==> config.mk <==
export PLATFORM = sky130hd
export DESIGN_NAME = systolic_skew_feeder
export DESIGN_NICKNAME = d
export VERILOG_FILES = /design/src/rtl/systolic_skew_feeder.sv
export SDC_FILE = /design/constraint.sdc
export NUM_CORES = 1
export LEC_CHECK = 0
export ABC_AREA = 1
export CORE_MARGIN = 10
export CORE_UTILIZATION = 43
export DETAILED_ROUTE_END_ITERATION = 16
export PLACE_DENSITY = 0.81
export SLEW_MARGIN = 40
export SYNTH_ARGS = -nofsm -noshare
export SYNTH_HDL_FRONTEND = slang
export SYNTH_SLANG_ARGS = --single-unit
==> constraint.sdc <==
create_clock -name clk -period 1.5 [get_ports clk]
set_input_delay 0.3 -clock clk [delete_from_list [all_inputs] [get_ports clk]]
set_output_delay 0.3 -clock clk [all_outputs]
set_load 0.1 [all_outputs]
==> src/rtl/systolic_skew_feeder.sv <==
// Operand skew feeder for one edge of a systolic PE array: accepts N-lane row vectors and
// emits them as a diagonal wavefront (lane i delayed i+1 cycles), draining with +0.0 before done.
module systolic_skew_feeder #(
    parameter int unsigned N     = 4,
    parameter int unsigned DW    = 32,
    parameter int unsigned CNT_W = 16
) (
    input  logic              clk,
    input  logic              rst,
    input  logic              in_valid,
    output logic              in_ready,
    input  logic [N*DW-1:0]   in_data,
    input  logic              in_last,
    output logic [N*DW-1:0]   lane_data,
    output logic [N-1:0]      lane_valid,
    output logic              done,
    output logic [CNT_W-1:0]  beat_cnt
);

    localparam int unsigned FW = (N > 2) ? $clog2(N - 1) : 1;

    typedef enum logic [1:0] {
        IDLE   = 2'd0,
        STREAM = 2'd1,
        FLUSH  = 2'd2,
        DONE   = 2'd3
    } state_t;

    state_t        state_q;
    state_t        state_d;
    logic [FW-1:0] flush_q;
    logic [FW-1:0] flush_d;
    logic          beat;

    // Ready depends only on state (and reset), never on in_valid
    always_comb begin
        in_ready = !rst && ((state_q == IDLE) || (state_q == STREAM));
    end

    assign beat = in_valid && in_ready;

    // Next-state: FLUSH lasts N-1 cycles so DONE lines up with the last element on lane N-1
    always_comb begin
        state_d = state_q;
        flush_d = flush_q;
        case (state_q)
            IDLE, STREAM: begin
                if (beat) begin
                    if (in_last) begin
                        if (N > 1) begin
                            state_d = FLUSH;
                            flush_d = '0;
                        end else begin
                            state_d = DONE;
                        end
                    end else begin
                        state_d = STREAM;
                    end
                end
            end
            FLUSH: begin
                if (flush_q == FW'(N - 2)) begin
                    state_d = DONE;
                end else begin
                    flush_d = flush_q + FW'(1);
                end
            end
            DONE: begin
                state_d = IDLE;
            end
            default: begin
                state_d = IDLE;
            end
        endcase
    end

    // State, done pulse and beat counter registers
    always_ff @(posedge clk) begin
        if (rst) begin
            state_q  <= IDLE;
            flush_q  <= '0;
            done     <= 1'b0;
            beat_cnt <= '0;
        end else begin
            state_q <= state_d;
            flush_q <= flush_d;
            done    <= (state_d == DONE);
            if (state_q == DONE) begin
                beat_cnt <= '0;
            end else if (beat && (beat_cnt != {CNT_W{1'b1}})) begin
                beat_cnt <= beat_cnt + CNT_W'(1);
            end
        end
    end

    // Per-lane shift registers of depth i+1; non-beat cycles inject +0.0 / invalid
    for (genvar i = 0; i < N; i++) begin : g_lane
        logic [i:0][DW-1:0] d_q;
        logic [i:0]         v_q;

        always_ff @(posedge clk) begin
            if (rst) begin
                d_q <= '0;
                v_q <= '0;
            end else begin
                d_q[0] <= beat ? in_data[i*DW +: DW] : '0;
                v_q[0] <= beat;
                for (int k = 1; k <= i; k++) begin
                    d_q[k] <= d_q[k-1];
                    v_q[k] <= v_q[k-1];
                end
            end
        end

        assign lane_data[i*DW +: DW] = d_q[i];
        assign lane_valid[i]         = v_q[i];
    end

endmodule
==> reports/qor.csv, run 1 <==
metric,value,unit
Slew HR,65.8,%
switching power total,4.58,mW
Max H-tree Level,2,
Die Ht,179,um
MaxCap Viol Count,0,
DRC viols,0,
layout cells sized above 1,17.5,%
# IOs,282,
Post-Synthesis Cells,1277,
largest net degree at the start of global routing,124,
# hold bufs at CTS,0,
crit path launch type,flop,
worst-path cell chain,ha_4 > nand2_2 > nor2_4 > nand2_4 > o21ai_4 > buf_12 > nand2_1 > a21oi_1,
CP Max Fanout,9,
Post-DP HPWL,18600,um
initial antenna violation count,4,
critical path class,flop to flop,
max incr delay on CP,0.36,ns
clock period minus worst slack,1.48,ns
Mapped Nets,1411,
Buffers on Ports,281,
die width,179,um
total gr overflow,0,
root buf cell,clkbuf_16,
final core occ,64.9,%
worst path buffer plus inverter count,1,
clock buffers created by TritonCTS,34,
Peak supply drop,1.05,mV
clock slew at reported path FFs,0.06,ns
arrival time worst endpoint,1.88,ns
final wirelength,24700,um
core area,0.0251,mm^2
DR WL/cell,13.4,um
die area,0.0322,mm^2
1st-pass router iterations,5,
Static Leakage,7.15,nW
fin crit share,99.0,%
Cell variety after synth,22,
outcome,completed,
Clock Path Buffers,3,
# rows,58,
Hold Path Class,input port to flop,
"antenna viol nets, final",0,
First DRT Iteration DRCs,391,
GR Util All Layers,14.8,%
Seq pwr share,47.7,%
clock sink count,345,
PwrDens,1230,mW/mm^2
via count,7452,
most frequent cells in the layout,"345 x nor2_1, 340 x inv_1, 328 x dfxtp_1",
Skew-Pair Late Insertion Delay,0.50,ns
setup violators final,0,
Slew Limit Fails,0,
Initial Utilization,43.5,%
fmax,0.673,GHz
Logic pwr share,9.7,%
Internal,15.4,mW
"FF+latch count, synth",345,
slowest CP cell,dfxtp_4,
routability cong.,0.821,
Top delay family on crit path,compound AO/OA/AOI/OAI gates,
vias in the first global route,7544,
sequential element share of the synthesized area,63.3,%
total power,20.0,mW
Post-Route Skew,0.00778,ns
synthesized cell area,0.0109,mm^2
"Data required, critical path",1.90,ns
first-pass GRT wire length,37400,um
crit end category,flop,
Syn. warnings,0,
"commonest non-fill, non-tap cell in the layout",nor2_1,
nets,1617,
vias per inst,4.05,
Least-Margin Pin Slew,0.514,ns
"Avg Cell Area, Syn",8.55,um^2
Sw Share,22.9,%
P&R area growth vs syn,49.2,%
final hold vios,0,
Clk pwr share,42.6,%
CTS tree,done,
-- logic make-up (layout without fill, tap and decap cells) --
group           count (synthesis)  in the layout  share of synthesized area (%)
other cells                     0              4                              0
flops                         345            345                           63.3
xor+xnor                        7              7                          0.562
simple gates                  424            424                           14.9
buf+inv                       478            708                           20.0
compound gates                 21             21                          0.997
fa+ha+maj                       2              2                          0.229
-- cells in the mapped netlist, drive strengths merged --
| library cell | number | area (um^2) |
|---|---|---|
| a21oi | 17 | 85.1 |
| buf | 113 | 815 |
| clkbuf | 24 | 90.1 |
| dfxtp | 345 | 6910 |
| ha | 2 | 25.0 |
| inv | 341 | 1280 |
| nand2 | 57 | 216 |
| nand3 | 12 | 70.1 |
| nand4 | 2 | 12.5 |
| nor2 | 351 | 1320 |
| nor3 | 2 | 10.0 |
| o21ai | 4 | 23.8 |
| xnor2 | 3 | 26.3 |
| xor2 | 4 | 35.0 |
-- flip-flops by register name, indices dropped and copies added (netlist names) --
register / flops
lane_data: 96
beat_cnt: 16
g_lane.d_q: 224
state_q: 2
flush_q: 2
g_lane.v_q: 4
done: 1
-- cell type report --
| type | count | area, um^2 |
|---|---|---|
| fillers | 1844 | 8820 |
| flip-flops and latches | 345 | 6960 |
| repair buffers | 307 | 4570 |
| multi-input cells | 454 | 1910 |
| inverters | 341 | 1280 |
| clock buffers | 52 | 1050 |
| well taps | 330 | 413 |
| clock inverters | 8 | 97.6 |
| diodes | 4 | 10.0 |
-- worst reg2reg max path, cell delays in order (launching register included) --
cell and delay [ns]:
dfxtp_4 0.36, ha_4 0.14, nand2_2 0.07, nor2_4 0.10
nand2_4 0.10, o21ai_4 0.22, buf_12 0.15, nand2_1 0.07
a21oi_1 0.19
-- through the flow --
stage / std cells / hold slack, ns / setup WS [ns] / TNS, ns / area, um^2
after floorplan: 1277 / 0.388 / -0.0625 / -0.581 / 11000
after global placement: 1774 / 0.388 / 0.0174 / 0 / 15000
after detailed placement: 1774 / 0.392 / -0.0589 / -0.184 / 15000
after CTS: 1835 / 0.243 / 0.00511 / 0 / 16200
after global routing: 1841 / 0.286 / -0.0289 / -0.0660 / 16300
final: 1841 / 0.259 / 0.0151 / 0 / 16300
-- power by group through the flow --
stage          combinational, mW  clock (mW)  sequential (mW)
6_report                    1.95        8.51             9.53
5_1_grt                     2.06        9.05             9.55
4_1_cts                     1.95        8.73             9.54
3_5_place_dp                1.94           0             9.74
3_3_place_gp                1.90           0             9.73
2_1_floorplan              0.818           0             9.99
-- final timing paths --
check / startpoint / end / slack (ns) / depth (start not counted)
max: beat_cnt[0]$_SDFFE_PP0P_ / beat_cnt[9]$_SDFFE_PP0P_ / 0.02 / 8
min: rst / beat_cnt[14]$_SDFFE_PP0P_ / 0.26 / 5
max reg2reg: beat_cnt[0]$_SDFFE_PP0P_ / beat_cnt[9]$_SDFFE_PP0P_ / 0.02 / 8
min reg2reg: g_lane[2].d_q[4]$_SDFF_PP0_ / g_lane[2].d_q[36]$_SDFF_PP0_ / 0.40 / 2
-- what timing repair did --
item | CTS | global route
endpoints found under the setup margin | 5 | 16
pin swaps | 1 | 3
gates resized for setup | 2 | 10
gates cloned | 0 | 1
setup buffers | 1 | 1
-- per-layer routing --
layer	routed length [um]	track usage [%]	vias to the layer above
li1	-	-	3857
met1	8500	13.5	3317
met2	13200	28.2	220
met3	2010	4.92	58
met4	1040	7.62	0
met5	0	0	-
Note: power is estimated with default switching activity, not from simulation.
==> run 2: changes to the inputs <==
--- a/config.mk
+++ b/config.mk
@@ -10,6 +10,7 @@
 export CORE_UTILIZATION = 43
 export DETAILED_ROUTE_END_ITERATION = 16
 export PLACE_DENSITY = 0.81
+export SKIP_CTS_REPAIR_TIMING = 1
 export SLEW_MARGIN = 40
 export SYNTH_ARGS = -nofsm -noshare
 export SYNTH_HDL_FRONTEND = slang
==> run 2 against run 1 <==
Effect of this change: sequential power barely moved; highest routed layer unchanged; largest power group unchanged; clock-buffer cell count did not move; combinational power about the same.
==> reports/qor.csv, run 2 (synthesis results as in run 1) <==
metric,value,unit,change
Post-Route Skew,0.00833,ns,+0.000549 ns
total gr overflow,0,,unchanged
die area,0.0322,mm^2,unchanged
Static Leakage,7.15,nW,about the same
Buffers on Ports,281,,unchanged
Clock Path Buffers,3,,unchanged
critical path class,flop to output port,,
switching power total,4.58,mW,about the same
Least-Margin Pin Slew,0.519,ns,+0.00590 ns
fmax,0.675,GHz,+0.25%
fin crit share,98.7,%,-0.25 points
final hold slack,0.269,ns,+0.00966 ns
via count,7443,,-0.12%
Logic pwr share,9.7,%,about the same
GR Util All Layers,14.8,%,about the same
final wirelength,24700,um,about the same
initial antenna violation count,4,,unchanged
clock slew at reported path FFs,0.06,ns,about the same
Biggest register,g_lane.d_q,,
vias per inst,4.04,,-0.12%
# IOs,282,,unchanged
# rows,58,,unchanged
first-pass GRT wire length,37400,um,about the same
Sw Share,22.9,%,about the same
unrepaired setup endpoints after global routing,yes,,
max incr delay on CP,0.35,ns,about the same
"commonest non-fill, non-tap cell in the layout",nor2_1,,
CP Max Fanout,4,,-5
most frequent cells in the layout,"345 x nor2_1, 340 x inv_1, 328 x dfxtp_1",,
clock period minus worst slack,1.48,ns,-0.00371 ns
"Data required, critical path",1.20,ns,-0.70 ns
clock sink count,345,,unchanged
Final Cell Area,0.0163,mm^2,unchanged
slowest CP cell,dfxtp_2,,
routability cong.,0.821,,unchanged
Max H-tree Level,2,,unchanged
Worst path depth,2,,-6
First DRT Iteration DRCs,374,,-4.3%
PwrDens,1230,mW/mm^2,about the same
CTS tree,done,,
Reg area,0.00696,mm^2,unchanged
die width,179,um,unchanged
Top delay family on crit path,flip-flops,,
Filler cells,1844,,unchanged
Initial Utilization,43.5,%,unchanged
1st-pass router iterations,4,,-1
core area,0.0251,mm^2,unchanged
setup violators final,0,,unchanged
DR WL/cell,13.4,um,about the same
final hold vios,0,,unchanged
crit end category,output port,,
nets,1617,,unchanged
Hold Path Class,input port to flop,,
Post-DP Area,0.0150,mm^2,unchanged
Seq pwr share,47.7,%,about the same
clock buffers created by TritonCTS,34,,unchanged
crit path launch type,flop,,
Slew Limit Fails,0,,unchanged
Internal,15.4,mW,about the same
Reg2Reg Depth,8,,unchanged
Post-DP HPWL,18600,um,unchanged
DRC viols,0,,unchanged
max FFs per register,224,,unchanged
Clk pwr share,42.6,%,about the same
Die Ht,179,um,unchanged
largest net degree at the start of global routing,124,,unchanged
Skew-Pair Late Insertion Delay,0.49,ns,about the same
worst-path cell chain,nor2_4 > buf_12,,
"antenna viol nets, final",0,,unchanged
hold depth,5,,unchanged
Peak supply drop,1.05,mV,unchanged
worst path buffer plus inverter count,1,,unchanged
area of the multi-input gates,0.00191,mm^2,unchanged
vias in the first global route,7541,,-0.040%
arrival time worst endpoint,1.18,ns,-0.70 ns
root buf cell,clkbuf_16,,
P&R area growth vs syn,49.2,%,unchanged
layout cells sized above 1,17.5,%,unchanged
MaxCap Viol Count,0,,unchanged
Slew HR,65.4,%,-0.39 points
outcome,completed,,
## run 2: cell counts in the layout (fill, tap and decap cells not counted)
Identical to the previous run, type by type.
## run 2: final timing paths
check / start / endpoint / slack [ns]
max: state_q[1]$_SDFF_PP0_ / in_ready / 0.02
min: rst / beat_cnt[14]$_SDFFE_PP0P_ / 0.27
max reg2reg: beat_cnt[0]$_SDFFE_PP0P_ / beat_cnt[9]$_SDFFE_PP0P_ / 0.03
min reg2reg: g_lane[2].d_q[4]$_SDFF_PP0_ / g_lane[2].d_q[36]$_SDFF_PP0_ / 0.40
## run 2: worst register-to-register path, cell delays in order (launching register included)
cell     delay [ns]
dfxtp_4        0.36
ha_4           0.14
nand2_2        0.06
nor2_4         0.10
nand2_4        0.10
o21ai_4        0.22
buf_12         0.14
nand2_1        0.06
a21oi_1        0.18
## run 2: area by class of cell
type,instances,share of cell area (%)
Sequential cell,345,42.7
Clock inverter,8,0.599
Timing Repair Buffer,307,28.0
Inverter,341,7.86
Clock buffer,52,6.46
Multi-Input combinational cell,454,11.7
Antenna cell,4,0.0615
Tap cell,330,2.53
## run 2: layer usage
layer	share of wire [%]	wire length, um	global-route usage (%)	up-vias
li1	-	-	-	3856
met1	34	8430	13.6	3308
met2	53	13200	28.2	221
met3	8.3	2060	4.92	58
met4	4.3	1050	7.62	0
met5	0	0	0	-
## run 2: through the flow
step                      setup TNS (ns)  total power [mW]  setup slack, ns  cells  util [%]
after floorplan                   -0.581              10.8          -0.0625   1277         -
after global placement                 0              11.6           0.0174   1774      59.9
after detailed placement          -0.184              11.7          -0.0589   1774      59.9
after CTS                         -0.121              20.2          -0.0496   1834      64.5
after global routing             -0.0729              20.7          -0.0230   1841      64.9
final                                  0              20.0           0.0188   1841      64.9
## run 2: power by group through the flow
stage          clock network, mW  logic, mW  registers (mW)
5_1_grt                     9.05       2.06            9.55
4_1_cts                     8.73       1.95            9.54
2_1_floorplan                  0      0.818            9.99
3_3_place_gp                   0       1.90            9.73
3_5_place_dp                   0       1.94            9.74
6_report                    8.51       1.95            9.53
